$ cat src/rtl/branch_sequencer_pkg.sv
// Shared constants, IR field positions and FSM state type
// for the branch sequencer (optional feature macro: BR_STATS_EN).
package branch_sequencer_pkg;

    localparam logic [4:0] OP_BR = 5'b10010;

    localparam int OPC_HI = 31;
    localparam int OPC_LO = 27;
    localparam int RA_HI  = 26;
    localparam int RA_LO  = 23;
    localparam int C2_HI  = 22;
    localparam int C2_LO  = 19;
    localparam int C_HI   = 18;
    localparam int C_LO   = 0;

    typedef enum logic [1:0] {
        IDLE   = 2'd0,
        COND   = 2'd1,
        EVAL   = 2'd2,
        COMMIT = 2'd3
    } state_t;

endpackage

$ cat src/rtl/branch_sequencer_if.sv
// Control-unit <-> branch sequencer signal bundle.
// master = control unit side, slave = sequencer side.
interface branch_sequencer_if;

    logic        start;
    logic [31:0] ir;
    logic        pc_incr;
    logic        con_ff;
    logic        con_in;
    logic [3:0]  c2_field;
    logic [3:0]  ra_sel;
    logic [31:0] pc;
    logic        busy;
    logic        done;
    logic        taken;
    logic        err;

    modport master (
        output start, ir, pc_incr, con_ff,
        input  con_in, c2_field, ra_sel, pc, busy, done, taken, err
    );

    modport slave (
        input  start, ir, pc_incr, con_ff,
        output con_in, c2_field, ra_sel, pc, busy, done, taken, err
    );

endinterface

$ cat src/rtl/branch_sequencer_br_target_adder.sv
// Branch target: base + sign-extended offset, modulo 2^32.
// Purely combinational.
module br_target_adder #(
    parameter int OFFSET_W = 19
) (
    input  logic [31:0]         base,
    input  logic [OFFSET_W-1:0] offset,
    output logic [31:0]         target
);

    logic [31:0] offset_ext;

    assign offset_ext = {{(32 - OFFSET_W){offset[OFFSET_W-1]}}, offset};
    assign target = base + offset_ext;

endmodule

$ cat src/rtl/branch_sequencer.sv
// Conditional branch sequencer: COND -> EVAL -> COMMIT, owns the PC.
// Define BR_STATS_EN to add the saturating br_taken_cnt output.
import branch_sequencer_pkg::*;

module branch_sequencer #(
    parameter logic [31:0] RESET_PC = 32'h0000_0000,
    parameter int          OFFSET_W = 19
) (
    input  logic              clk,
    input  logic              clr,
`ifdef BR_STATS_EN
    branch_sequencer_if.slave bus,
    output logic [15:0]       br_taken_cnt
`else
    branch_sequencer_if.slave bus
`endif
);

    state_t      state;
    state_t      state_nx;
    logic [31:0] pc_q;
    logic [31:0] target;
    logic [31:0] target_q;
    logic        con_q;
    logic        err_q;
    logic [3:0]  c2_q;
    logic [3:0]  ra_q;
    logic        is_br;
    logic        go;
    logic        bad;

    assign is_br = (bus.ir[OPC_HI:OPC_LO] == OP_BR);
    assign go    = (state == IDLE) && bus.start && is_br;
    assign bad   = (state == IDLE) && bus.start && !is_br;

    br_target_adder #(
        .OFFSET_W (OFFSET_W)
    ) u_adder (
        .base   (pc_q),
        .offset (bus.ir[OFFSET_W-1:0]),
        .target (target)
    );

    // Next-state: a branch always walks COND, EVAL, COMMIT then idles
    always_comb begin
        state_nx = state;
        unique case (state)
            IDLE:    state_nx = go ? COND : IDLE;
            COND:    state_nx = EVAL;
            EVAL:    state_nx = COMMIT;
            COMMIT:  state_nx = IDLE;
            default: state_nx = IDLE;
        endcase
    end

    // State register
    always_ff @(posedge clk or negedge clr) begin
        if (!clr) state <= IDLE;
        else      state <= state_nx;
    end

    // PC: load target on taken commit, otherwise increment only when idle
    always_ff @(posedge clk or negedge clr) begin
        if (!clr)
            pc_q <= RESET_PC;
        else if (state == COMMIT && con_q)
            pc_q <= target_q;
        else if (state == IDLE && bus.pc_incr)
            pc_q <= pc_q + 32'd1;
    end

    // Capture Ra and C2 selects when a branch is accepted
    always_ff @(posedge clk or negedge clr) begin
        if (!clr) begin
            c2_q <= '0;
            ra_q <= '0;
        end else if (go) begin
            c2_q <= bus.ir[C2_HI:C2_LO];
            ra_q <= bus.ir[RA_HI:RA_LO];
        end
    end

    // EVAL samples the condition and freezes the target
    always_ff @(posedge clk or negedge clr) begin
        if (!clr) begin
            con_q    <= 1'b0;
            target_q <= '0;
        end else if (state == EVAL) begin
            con_q    <= bus.con_ff;
            target_q <= target;
        end
    end

    // Illegal-opcode start raises err for the following cycle
    always_ff @(posedge clk or negedge clr) begin
        if (!clr) err_q <= 1'b0;
        else      err_q <= bad;
    end

`ifdef BR_STATS_EN
    // Saturating count of taken branches
    always_ff @(posedge clk or negedge clr) begin
        if (!clr)
            br_taken_cnt <= '0;
        else if (state == COMMIT && con_q && br_taken_cnt != 16'hFFFF)
            br_taken_cnt <= br_taken_cnt + 16'd1;
    end
`endif

    assign bus.pc       = pc_q;
    assign bus.c2_field = c2_q;
    assign bus.ra_sel   = ra_q;
    assign bus.busy     = (state != IDLE);
    assign bus.con_in   = (state == COND);
    assign bus.done     = (state == COMMIT);
    assign bus.taken    = (state == COMMIT) && con_q;
    assign bus.err      = err_q;

endmodule
$ cat src/flat_wrapper.sv
// flat-port wrapper written by rule: the top's interface ports become plain ports
module branch_sequencer_flat 
#(
    parameter logic [31:0] RESET_PC = 32'h0000_0000,
    parameter int          OFFSET_W = 19
)
  (clk, clr, bus_start, bus_ir, bus_pc_incr, bus_con_ff, bus_con_in, bus_c2_field, bus_ra_sel, bus_pc, bus_busy, bus_done, bus_taken, bus_err);
  branch_sequencer_if bus_i ();
  input  logic clk;
  input  logic clr;
  input wire logic [$bits(bus_i.start)-1:0] bus_start;
  input wire logic [$bits(bus_i.ir)-1:0] bus_ir;
  input wire logic [$bits(bus_i.pc_incr)-1:0] bus_pc_incr;
  input wire logic [$bits(bus_i.con_ff)-1:0] bus_con_ff;
  output wire logic [$bits(bus_i.con_in)-1:0] bus_con_in;
  output wire logic [$bits(bus_i.c2_field)-1:0] bus_c2_field;
  output wire logic [$bits(bus_i.ra_sel)-1:0] bus_ra_sel;
  output wire logic [$bits(bus_i.pc)-1:0] bus_pc;
  output wire logic [$bits(bus_i.busy)-1:0] bus_busy;
  output wire logic [$bits(bus_i.done)-1:0] bus_done;
  output wire logic [$bits(bus_i.taken)-1:0] bus_taken;
  output wire logic [$bits(bus_i.err)-1:0] bus_err;
  assign bus_i.start = bus_start;
  assign bus_i.ir = bus_ir;
  assign bus_i.pc_incr = bus_pc_incr;
  assign bus_i.con_ff = bus_con_ff;
  assign bus_con_in = bus_i.con_in;
  assign bus_c2_field = bus_i.c2_field;
  assign bus_ra_sel = bus_i.ra_sel;
  assign bus_pc = bus_i.pc;
  assign bus_busy = bus_i.busy;
  assign bus_done = bus_i.done;
  assign bus_taken = bus_i.taken;
  assign bus_err = bus_i.err;
  branch_sequencer #(.RESET_PC(RESET_PC), .OFFSET_W(OFFSET_W)) u_core (.clk(clk), .clr(clr), .bus(bus_i));
endmodule
$ cat config.mk
export PLATFORM = sky130hd
export DESIGN_NAME = branch_sequencer_flat
export DESIGN_NICKNAME = d
export VERILOG_FILES = /design/src/rtl/branch_sequencer_pkg.sv /design/src/rtl/branch_sequencer_if.sv /design/src/rtl/branch_sequencer_br_target_adder.sv /design/src/rtl/branch_sequencer.sv /design/src/flat_wrapper.sv
export SDC_FILE = /design/constraint.sdc
export NUM_CORES = 1
export LEC_CHECK = 0
export ABC_AREA = 1
export CELL_PAD_IN_SITES_DETAIL_PLACEMENT = 1
export CELL_PAD_IN_SITES_GLOBAL_PLACEMENT = 1
export CORE_MARGIN = 5
export CORE_UTILIZATION = 43
export DETAILED_ROUTE_END_ITERATION = 8
export PLACE_DENSITY = 0.85
export SLEW_MARGIN = 40
export SYNTH_ARGS = -nofsm -noshare
export SYNTH_HDL_FRONTEND = slang
export SYNTH_SLANG_ARGS = --single-unit
$ cat constraint.sdc
create_clock -name clk -period 3.6 [get_ports clk]
set_clock_uncertainty 0.1 [all_clocks]
set_input_delay 0.72 -clock clk [delete_from_list [all_inputs] [get_ports clk]]
set_output_delay 0.72 -clock clk [all_outputs]
set_load 0.01 [all_outputs]
== Word-level counts from Yosys, hierarchy flattened ==
Cells that the tools add are included.
Operators by class
  add/subtract/negate cells: 2
  eq/ne operators: 4
  mux-type cells: 4
  reduce and logical (&&, ||, !) cells: 9
Operator list (number)
  32-bit 2-to-1 mux: 2
  32-bit by 1-bit adder with 32-bit output (second input constant): 1
  32-bit adder: 1
  2-bit case mux with 4 select lines: 1
  5-bit equality test (second input constant): 1
  1-bit logical AND: 5
  2-bit equality test (second input constant): 2
  2-bit nonzero test: 2
  2-bit by 1-bit equality test with 1-bit output (second input constant): 1
  2-bit zero test: 1
  1-bit zero test: 1
  1-bit 2-to-1 mux: 1
Word-level totals
  bits in registers: 76
  bits of input ports: 37
  output and inout bits: 45
  word-level logic and storage cells: 26

== Depth between registers and ports, before layout ==
  word-level depth: 5
  gate-level depth with buffers: 13
  depth with buffers taken out: 12

== Modules after synthesis ==
From an unflattened synthesis, not the netlist that was laid out.
Unflattened totals
  cells, all modules: 1029
  area total of the unflattened synthesis: 6454.9 um^2
By module, submodules not included
  branch_sequencer: times used 1, cells each 535, area each 4070.2 um^2
  br_target_adder: times used 1, cells each 494, area each 2384.8 um^2

== Least setup slack after synthesis ==
No wires, ideal clock.
  path type: in2reg
  start: input port bus_ir[0]
  end: register u_core.target_q[20]
  library setup time: 132 ps
  arrival time: 2067 ps
  setup slack: 1301 ps
  stages: 10
  path buffers: 0
  cell sequence: ha_1 fa_1 nand3_1 nand3_1 nand3_1 nand3_1 nand2_1 nand3_1 nand3_1 o21ai_0
On the way
  word-level cells in the longest chain between the ends: 1
RTL lines
  start, declared: RTL line flat_wrapper.sv:12  | input wire logic [$bits(bus_i.ir)-1:0] bus_ir;
  32-bit adder: RTL line branch_sequencer_br_target_adder.sv:14  | assign target = base + offset_ext;
  end signal, assigned: RTL line branch_sequencer.sv:90  | target_q <= target;
  end, declared: RTL line branch_sequencer.sv:23  | logic [31:0] target_q;
No other way between the ends.
A chain may end at the register's enable or synchronous reset.

== Final worst setup path ==
  start: input port bus_ir[18]
  end: register u_core.target_q[25]
The elaborated chain is that of the path after synthesis.

==> out/results.tsv <==
stage	metric	value	unit
sta	rsz0062_at_grt	false	
synth	async_flop_share	100.0	%
global_routing	grt_pass1_vias	6759	
drt	ant_nets	0	
pwr	leakage	3.900	nW
placement	dpl_worst_slack	243.6	ps
placement	dpl_cell_area	0.007305	mm^2
cts	clock_latency	340	ps
synth	ys_types	39	
placement	place_hpwl	17700	um
setup_path	path_delay_family	simple AND/OR/NAND/NOR gates	
synth	yosys.area.top_type	dfrtp_1	
global_routing	grt_overflow	0	
setup_path	worst_setup_path_end_kind	flop	
drt	routed_wl	22140	um
sta	max-slew-margin-rel	50.41	%
finish	syn_to_final_growth	20.65	%
setup_path	cpMostUsedCell	nand2_1	
drt	viasPerCell	5.323	
finish	final_cells	1240	
synth	synthTopCellsByCount	nand2_1, inv_1, dfrtp_1, nor2_1, nand3_1	
setup_path	worst_path_max_delay_cell	clkdlybuf4s50_1	
finish	drive_gt1_share	5.587	%
sta	setup_viol	0	
setup_path	critical_path_buf_inv_count	1	
pwr	report.power.total	6.587	mW
setup_path	path_max_fanout	14	
synth	syn_nets	1044	
global_routing	grt_util_all_layers	26.68	%
die	start_util	43.65	%
setup_path	worstPathArrival	3140	ps
placement	dp_cells	1225	
setup_path	start_kind	primary input	
drt	wl_per_cell	17.85	um
finish	final_nets	1126	
status	status	complete, no violations	
global_routing	grt_max_degree	77	
die	dieWidth	131.0	um
setup_path	critPathMaxStageDelay	740	ps
sta	drv_slew	0	
cts	clock_path_buffers	2	
finish	fin_area	0.007596	mm^2
job	cap_violations	0	
die	die_h	131.0	um
setup_path	critPathLaunch	bus_ir[18]	
sta	worst_slack	589.9	ps
sta	max_freq	0.3322	GHz
sta	final.min_clock_period	3010	ps
drt	vias	6601	
synth	yosys-top-cells-area	dfrtp_1, nand2_1, inv_1	
global_routing	grt_first_pass_wirelength	35290	um
cts	numCtsBuffers	9	
finish	antennaDiodeCount	0	
cts	clk_pin_slew	60	ps
setup_path	crit-reg2reg-launch	u_core.bus.pc[0]	
cts	cts_root_buffer	clkbuf_16	
cts	cts_resized	0	
die	core_region_area	0.01442	mm^2
cts	ctsHoldBuffers	0	
pwr	vdd.ir_drop.worst	0.2785	mV
synth	seq_area_frac_synth	30.21	%
drt	firstDrtPassIters	4	
synth	postSynthAreaPerCell	6.491	um^2
setup_path	worstPathRequired	3730	ps
pwr	power.density	867.2	mW/mm^2
synth	synth-seq-cells	76	
placement	place.gp.congestion	0.9397	
drt	drc	0	
synth	ys.flop_type	dfrtp_1	
setup_path	path_cells	clkdlybuf4s50_1, ha_1, nand2_1, nor2_1, nand2_1, nor2_1, nand2_1, nand3_1, nand2_1, nand3_1, nand2_1	
cts	htree_levels	3	
sta	fin_crit_sh	83.61	%
global_routing	antenna_found_initial	0	
sta	tns	0	ps
synth	netlist.area_leader.share	30.21	%
placement	port_buffers	81	
sta	finalHoldViolations	0	
drt	drt_iter0_markers	374	
setup_path	critPathKind	in -> reg	
synth	synth_warnings	0	
die	rows	44	
die	die_area	0.01716	mm^2
synth	yosysMostFrequentCell	nand2_1	
cts	cts_setup_buffers	0	
die	io_pins	82	
cts	cts_tree	done	
cts	numClockSinks	76	
synth	synth_edf_count	0	
sta	worst_pin_slew	743.8	ps
synth	netlist_instances	970	
synth	netlist_area	0.006296	mm^2
worst_hold_path	hold_path.class	in -> async	
-- kinds of logic after synthesis --
logic type | after synthesis | synth area share, %
AOI/OAI and AO/OA | 80 | 7.373
buffers and inverters | 173 | 10.61
xor gates and xnor gates | 38 | 5.405
and+or+nand+nor | 558 | 37.50
muxes | 8 | 1.431
adders and majority gates | 37 | 7.472
DFF | 76 | 30.21
-- flip-flops by register name, summed over array words and instances, names as in the netlist --
register,cells
u_core.bus.ra_sel,4
u_core.target_q,32
u_core.con_q,1
u_core.bus.err,1
u_core.bus.pc,32
u_core.bus.c2_field,4
u_core.state,2
-- power breakdown --
group	switching [mW]	internal, mW
Combinational	2.37	1.49
Clock	0.361	0.548
Sequential	0.555	1.26
-- final timing paths --
| kind | to | slack (ps) | cells after the start |
|---|---|---|---|
| setup / recovery | u_core.target_q[25] | 590 | 11 |
| hold / removal | u_core.target_q[2] | 270 | 1 |
| setup reg to reg | u_core.target_q[20] | 990 | 10 |
| hold reg to reg | u_core.target_q[26] | 390 | 2 |
| max in group asynchronous | u_core.target_q[6] | 2560 | 1 |
| min in group clk | u_core.target_q[26] | 390 | 2 |
-- routing by layer --
| metal | up-vias | wire [um] | global-route usage [%] |
|---|---|---|---|
| met3 | 34 | 993 | 2.805 |
| met4 | 0 | 516 | 8.409 |
| met1 | 3217 | 10270 | 37.11 |
| met2 | 163 | 10360 | 43.64 |
| li1 | 3187 | - | - |
| met5 | - | 0 | 0 |
-- cells in the final DEF, fill, tap and decap left out, drive strengths merged --
master         instances
xor2                  21
o221ai                 1
clkdlybuf4s50         80
a22o                   1
clkinv                 3
o21bai                 8
nand3b                 4
nor2                  77
inv                  157
dfrtp                 76
nand4                 11
o211ai                10
a221oi                 1
fa                     1
o21ai                 31
nand3                 68
and2                   1
nor3b                  1
ha                    36
xnor2                 17
mux2                   8
buf                    7
o22ai                  2
clkinvlp               1
bufinv                 1
nor3                  20
clkbuf                10
a21oi                 24
or2                    1
nand2                375
a21o                   2
-- metrics by stage --
step / utilization (%) / hold slack (ps)
after floorplan: - / 324.4
after global placement: 50.62 / 353.3
after detailed placement: 50.64 / 369.8
after CTS: 52.66 / 344.1
after global routing: 52.66 / 371.7
final: 52.66 / 272.4
-- layout make-up --
cell class	count	area, um^2
repair buffers	87	857.1
well taps	184	230.2
flip-flops and latches	76	1902
fillers	1944	6828
clock inverters	5	52.55
inverters	157	589.3
clock buffers	10	239.0
multi-input cells	721	3726
(Power assumes the default switching activity.)
